$ cat src/rtl/dmux_stream_nway.sv
// Registered 1-to-NUM_OUT valid/ready demultiplexer with per-lane one-entry
// holding registers, broadcast mode and a saturating out-of-range drop counter.
module dmux_stream_nway #(
  parameter int WIDTH   = 16,
  parameter int NUM_OUT = 8,
  parameter int SEL_W   = $clog2(NUM_OUT),
  parameter int CNT_W   = 8
) (
  input  logic                     clk,
  input  logic                     rst_n,
  input  logic [WIDTH-1:0]         in_data,
  input  logic [SEL_W-1:0]         in_sel,
  input  logic                     in_bcast,
  input  logic                     in_valid,
  output logic                     in_ready,
  output logic [NUM_OUT*WIDTH-1:0] out_data,
  output logic [NUM_OUT-1:0]       out_valid,
  input  logic [NUM_OUT-1:0]       out_ready,
  output logic [CNT_W-1:0]         drop_cnt
);

  localparam int PAD = 1 << SEL_W;
  localparam logic [SEL_W:0] LANES = (SEL_W+1)'(NUM_OUT);

  logic [NUM_OUT-1:0] free;
  logic [NUM_OUT-1:0] load;
  logic [PAD-1:0]     free_pad;
  logic               in_range;
  logic               accept;

  // A lane draining on this edge counts as free so it can be refilled without a bubble.
  assign free     = ~out_valid | out_ready;
  assign free_pad = PAD'(free);
  assign in_range = {1'b0, in_sel} < LANES;

  always_comb begin
    if (in_bcast)
      in_ready = &free;
    else if (in_range)
      in_ready = free_pad[in_sel];
    else
      in_ready = 1'b1;
  end

  assign accept = in_valid & in_ready;

  for (genvar gi = 0; gi < NUM_OUT; gi++) begin : g_lane
    logic             valid_reg;
    logic [WIDTH-1:0] data_reg;

    assign load[gi] = accept & (in_bcast | (in_range & (in_sel == SEL_W'(gi))));

    always_ff @(posedge clk or negedge rst_n) begin
      if (!rst_n) begin
        valid_reg <= 1'b0;
        data_reg  <= '0;
      end else if (load[gi]) begin
        valid_reg <= 1'b1;
        data_reg  <= in_data;
      end else if (out_ready[gi]) begin
        valid_reg <= 1'b0;
      end
    end

    assign out_valid[gi]                  = valid_reg;
    assign out_data[gi*WIDTH +: WIDTH]    = data_reg;
  end

  always_ff @(posedge clk or negedge rst_n) begin
    if (!rst_n)
      drop_cnt <= '0;
    else if (accept && !in_bcast && !in_range && !(&drop_cnt))
      drop_cnt <= drop_cnt + CNT_W'(1);
  end

endmodule

$ cat config.mk
export PLATFORM = sky130hd
export DESIGN_NAME = dmux_stream_nway
export DESIGN_NICKNAME = d
export VERILOG_FILES = /design/src/rtl/dmux_stream_nway.sv
export SDC_FILE = /design/constraint.sdc
export NUM_CORES = 1
export LEC_CHECK = 0
export BUFFER_PORTS_ARGS = -buffer_cell sky130_fd_sc_hd__buf_2
export CAP_MARGIN = 10
export CORE_MARGIN = 2
export CORE_UTILIZATION = 40
export DETAILED_ROUTE_END_ITERATION = 16
export GPL_TIMING_DRIVEN = 0
export HOLD_SLACK_MARGIN = 0.05
export MAX_ROUTING_LAYER = met4
export PLACE_DENSITY = 0.64
export SLEW_MARGIN = 20
export SYNTH_ARGS = -nofsm -noshare
export SYNTH_HDL_FRONTEND = slang
export SYNTH_SLANG_ARGS = --single-unit
export TNS_END_PERCENT = 30
$ cat constraint.sdc
create_clock -name clk -period 2.74 [get_ports clk]
set_input_delay 0.685 -clock clk [delete_from_list [all_inputs] [get_ports clk]]
set_output_delay 0.685 -clock clk [all_outputs]
set_load 0.1 [all_outputs]
==> results.md, run 1 <==
* Outcome: complete, no violations
* Global route overflow at 0
* Die Ht at 124.9 um
* Drt initial violations at 91
* Global placement routability congestion at 0.8164
* First-pass GRT wire length at 22.83 mm
* H-tree levels at 4
* Clk Latency, worst-skew pair at 0.42 ns
* Post-DP HPWL at 9.809 mm
* Initial core utilization at 40.55%
* Area growth from synthesis to layout at 30.65%
* Die Wd at 124.9 um
* WS Path Type: input pin to output pin
* Data arrival time of the worst path at 1.95 ns
* Unique masters post-synth at 30
* Worst-Margin Slew at 0.5134 ns
* Period utilization at 96.16%
* # IOs at 176
* Cell repeated most along the worst path: buf_12
* Buffers on Ports at 166
* Post-Route WL at 14.44 mm
* Critical Path RT at 2.06 ns
* Num rows at 44
* Vias per cell at 4.871
* CP Launch Type: input pin
* First-pass DRT Iterations at 4
* Ranking of synthesized cells by area: dfrtp_1 58%, mux2_4 13%, mux2_2 11%
* Setup crit end kind: output pin
* #FFs+latches synth at 136
* Tot GR Track Use at 19.79%
* RSZ-0062 raised after global routing: false
* Fin worst setup slack at 0.1051 ns
* Prevailing post-synth register cell: dfrtp_1
* Max_cap viols at 0
* Worst slack, placed at -0.1039 ns
* Normalized max-slew margin at 66.01%
* Largest net degree at the start of global routing at 88
* DP Area at 0.006979 mm2
* CTS Sinks at 136
* Layout cells sized above 1 at 60.21%
* Clock root cell: clkbuf_16
* Post-synth EDFFs at 0
* Synthesis warning total at 0
* Max reg flops at 128
* Clk slew on worst S/H paths at 0.05 ns
* DRC Markers at 0
* Cell Area, Synth at 0.005849 mm2
* CTS buffer count at 17
* CP max stage delay at 0.50 ns
* CTS tree: done
* CP Max Fanout at 5
* Vias in the first global route at 3889
* Placed Instances at 726
* Initial antenna violation count at 0
* Crit path cell chain: buf_2, nand2b_1, mux4_2, nand2_4, buf_12, nand3_2, buf_12
* WL/cell at 18.95 um
* Syn_area_per_cell at 15.90 um2
* ANT cells at 0
* Count of pins over their slew limit at 0
* Area share of the largest cell type after synthesis at 58.18%
* Hold crit path type: input pin to async pin
* Min Hold Slack at 0.1630 ns
* Die ar. at 0.01561 mm2
* CTS max path bufs at 2
* Max Clk Rate at 379.5 MHz
* Cell count after synthesis at 368
* Final Critical Period at 2.635 ns
* Most common cell in the netlist: dfrtp_1
* CORE AREA at 0.01442 mm2
* Sequential area share after synthesis at 58.18%
* NumNets Final at 597
* Yosys top cell by area: dfrtp_1
* Final setup vio count at 0
* Async set-reset flop share out of synthesis at 100.0%
* Fin area at 0.007642 mm2
* Vias at 3712
* Final non-filler cell total at 762
* Final clock skew at 0.006837 ns
* Final Hold Fails at 0
* Top post-synthesis cells by count: 136 x dfrtp_1, 56 x mux2_2, 50 x mux2_4
* Final ANT Viol Nets at 0
* Slowest CP cell: mux4_2
[metal layers]
layer,GRT usage (%),vias to the layer above,routed length [um]
li1,-,1676,-
met1,26.15,1864,6690
met2,29.09,158,6583
met3,6.787,14,993
met4,5.882,0,176
met5,-,-,0
[final timing paths]
check,startpoint,to,slack (ns),cells past startpoint
max in group asynchronous,rst_n,g_lane[2].data_reg[3]$_DFFE_PN0P_,1.85,2
worst min register to register,g_lane[5].data_reg[8]$_DFFE_PN0P_,g_lane[5].data_reg[8]$_DFFE_PN0P_,0.48,1
worst min-delay path,rst_n,g_lane[0].valid_reg$_DFFE_PN0P_,0.16,1
worst max-delay path,out_ready[1],in_ready,0.11,7
min in group clk,out_ready[6],g_lane[6].valid_reg$_DFFE_PN0P_,0.47,2
worst max register to register,g_lane[7].valid_reg$_DFFE_PN0P_,g_lane[7].data_reg[12]$_DFFE_PN0P_,0.42,7
[per-stage QoR]
step / utilization (%) / TNS, ns
final: 52.98 / 0
after global routing: 52.98 / 0
after floorplan: - / 0
after detailed placement: 48.39 / -1.069
after global placement: 48.13 / -102.23
after CTS: 52.72 / 0
[cell families after synthesis]
kind of cell,count (synthesis),share of synthesized area (%)
compound gates,31,5.797
buf+inv,43,5.412
flops,136,58.18
mux,125,27.47
other cells,1,0.06411
simple gates,32,3.080
[critical path: cells and delay by family]
kind	cells	cell delay, ns
multiplexers	1	0.50
buffers and inverters	3	0.40
AND/OR/NAND/NOR	3	0.35
[what timing repair did]
action	in CTS	in global routing
pin swaps	1	0
gates resized for setup	3	2
hold buffers	0	0
buffers inserted	1	4
setup endpoints to repair	1	1
[area by class of cell]
| type | count | area, um2 |
|---|---|---|
| plain buffers | 30 | 271.5 |
| clock buffers | 23 | 488.0 |
| clock inverters | 8 | 118.9 |
| fillers | 1228 | 6782 |
| inverters | 13 | 48.80 |
| multi-input cells | 196 | 2161 |
| flip-flops and latches | 136 | 3403 |
| well taps | 184 | 230.2 |
| repair buffers | 172 | 920.9 |
[placed cells by master (no fill, tap or decap), types with 2 or more instances in the layout]
| cell | instances |
|---|---|
| a21o_1 | 6 |
| a31oi_4 | 8 |
| buf_12 | 2 |
| buf_2 | 164 |
| buf_4 | 21 |
| buf_6 | 11 |
| bufinv_16 | 3 |
| clkbuf_1 | 4 |
| clkbuf_16 | 17 |
| clkbuf_8 | 4 |
| clkinv_2 | 4 |
| conb_1 | 8 |
| dfrtp_1 | 136 |
| inv_1 | 12 |
| mux2_1 | 18 |
| mux2_2 | 56 |
| mux2_4 | 50 |
| nand2_1 | 6 |
| nand2b_1 | 8 |
| nand3_1 | 3 |
| nor2_1 | 6 |
| nor3_1 | 2 |
| o21ai_0 | 5 |
| o21bai_1 | 5 |
| o221ai_1 | 5 |
Power of run 1 is left out: the tool's default activity adds up to more than one toggle a clock period on the data nets, which glitch-free logic cannot reach.
==> run 2, diff against run 1 <==
- clock period: 2.74 -> 2.67 ns (I/O delays scaled with it)
==> run 2 against run 1 <==
  * Core utilization shrank 0.23 points
  * Global-route usage grew 0.13 points
  * Critical endpoint unchanged
  * Via count is 1.6% higher
  * Highest routed layer unchanged
  * Critical path type unchanged
==> results.md, run 2 (synthesis gave the netlist of run 1 again) <==
* Area growth from synthesis to layout at 30.07%
* Min Hold Slack at 0.1408 ns (-0.02219 ns)
* Setup crit end kind: output pin
* Vias per cell at 4.951 (+1.6%)
* Outcome: complete, no violations
* Final ANT Viol Nets at 0 (unchanged)
* ANT cells at 0 (unchanged)
* Global route overflow at 0 (unchanged)
* Max_cap viols at 0 (unchanged)
* Worst-Margin Slew at 0.5228 ns (+0.009421 ns)
* CORE AREA at 0.01442 mm2 (unchanged)
* Period utilization at 97.86%
* Final Critical Period at 2.613 ns
* CP Launch Type: input pin
* Hold_buf cts at 0 (unchanged)
* Die Ht at 124.9 um (unchanged)
* Hold crit path type: input pin to async pin
* Commonest cells after routing, fill and taps aside: 164 x buf_2, 136 x dfrtp_1, 56 x mux2_2
* Max reg flops at 128 (unchanged)
* Post-Route Setup TNS at 0 ns (unchanged)
* WS Path Type: input pin to output pin
* Vias at 3773 (+1.6%)
* Multi-input logic area at 0.002175 mm2 (+0.64%)
* Count of pins over their slew limit at 0 (unchanged)
* Die Wd at 124.9 um (unchanged)
* Largest net degree at the start of global routing at 92 (+4.5%)
* Max Used Layer: met4
* Critical Path RT at 2.00 ns (-0.06 ns)
* CTS tree: done
* WL/cell at 19.10 um (+0.80%)
* Post-DP HPWL at 9.958 mm (+1.5%)
* DRC Markers at 0 (unchanged)
* Initial antenna violation count at 0 (unchanged)
* Met1 wire length at 6.805 mm (+1.7%)
* Tot GR Track Use at 19.92% (+0.13 points)
* Final setup vio count at 0 (unchanged)
* Cell count of the worst reg-to-reg path at 8 (+1)
* CTS max path bufs at 2 (unchanged)
* Clk slew on worst S/H paths at 0.06 ns (about the same)
* Util after Layout at 52.75% (-0.23 points)
* Most common cell after layout, fill and taps aside: buf_2
* Die ar. at 0.01561 mm2 (unchanged)
* CP Max Fanout at 3 (-2)
* Data arrival time of the worst path at 1.95 ns (about the same)
* Num rows at 44 (unchanged)
* Flip-flop and latch area at 0.003403 mm2 (unchanged)
* CTS Sinks at 136 (unchanged)
* First-pass DRT Iterations at 4 (unchanged)
* Buffers on Ports at 166 (unchanged)
* Met3 Wirelength at 859 um (-13%)
* Vias in the first global route at 3990 (+2.6%)
* Final Hold Fails at 0 (unchanged)
* Initial core utilization at 40.55% (unchanged)
* Post-Route WL at 14.56 mm (+0.80%)
* Max Clk Rate at 382.7 MHz
* Clock root cell: clkbuf_16
* RSZ-0062 raised after global routing: false
* Final clock skew at 0.009957 ns (+0.003120 ns)
* Clk Latency, worst-skew pair at 0.42 ns (about the same)
* Normalized max-slew margin at 65.38% (-0.62 points)
* CTS buffer count at 17 (unchanged)
* Drt initial violations at 175 (+92%)
* Global placement routability congestion at 0.7804 (-4.4%)
* H-tree levels at 4 (unchanged)
* R2R setup slack at 0.27 ns (-0.15 ns)
* # IOs at 176 (unchanged)
* First-pass GRT wire length at 23.01 mm (+0.81%)
* NumNets Final at 596 (-0.17%)
* DR WL met2 at 6.746 mm (+2.5%)
* Layout cells sized above 1 at 60.38% (+0.17 points)
* Fillcell total at 1252 (+2.0%)
run 2: cell count changes in the layout (fill, tap and decap cells not counted), sizes merged:
cell	previous run	this run
clkbuf	25	22
bufinv	3	1
buf	200	199
inv	13	17
clkinvlp	0	2
run 2: final timing paths:
| path | endpoint | start |
|---|---|---|
| worst max-delay path | in_ready | out_ready[1] |
| worst min-delay path | g_lane[1].data_reg[8]$_DFFE_PN0P_ | rst_n |
| worst max register to register | g_lane[3].data_reg[12]$_DFFE_PN0P_ | g_lane[6].valid_reg$_DFFE_PN0P_ |
| worst min register to register | g_lane[5].data_reg[6]$_DFFE_PN0P_ | g_lane[5].data_reg[6]$_DFFE_PN0P_ |
| max in group asynchronous | g_lane[3].valid_reg$_DFFE_PN0P_ | rst_n |
| min in group clk | g_lane[4].valid_reg$_DFFE_PN0P_ | out_ready[4] |
run 2: worst max-delay path, stage by stage:
cell and delay [ns]:
buf_2 0.11, nand2b_1 0.18, mux4_2 0.50, nand2_4 0.13, buf_12 0.11, nand3_4 0.07
buf_12 0.17
run 2: per-layer routing:
metal	vias to the layer above	GRT usage, %
met5	-	-
met1	1950	26.85
met4	0	4.379
li1	1673	-
met3	12	6.057
met2	138	30.02
run 2: cell type report:
| cell class | instances | share of cell area (%) |
|---|---|---|
| flip-flops and latches | 136 | 44.73 |
| multi-input cells | 196 | 28.58 |
| repair buffers | 171 | 12.00 |
| clock buffers | 20 | 5.871 |
| plain buffers | 30 | 3.618 |
| well taps | 184 | 3.026 |
| clock inverters | 12 | 1.529 |
| inverters | 13 | 0.6413 |
run 2: through the flow:
step           setup slack, ns  std cells  area, um2
4_1_cts                0.01777        759       7572
3_5_place_dp           -0.1458        726       6987
2_1_floorplan           0.1529        375       5888
5_1_grt                0.01780        762       7609
3_3_place_gp           -0.8605        725       6949
6_report               0.05725        762       7609
run 2: repair_timing:
| item | in CTS | in global routing |
|---|---|---|
| pin swaps | 1 | 0 |
| resized for setup | 4 | 3 |
| buffers inserted | 1 | 3 |
| endpoints found under the setup margin | 1 | 1 |
| endpoints found under the hold margin | 0 | 0 |
Power of run 2 is left out for the same reason.
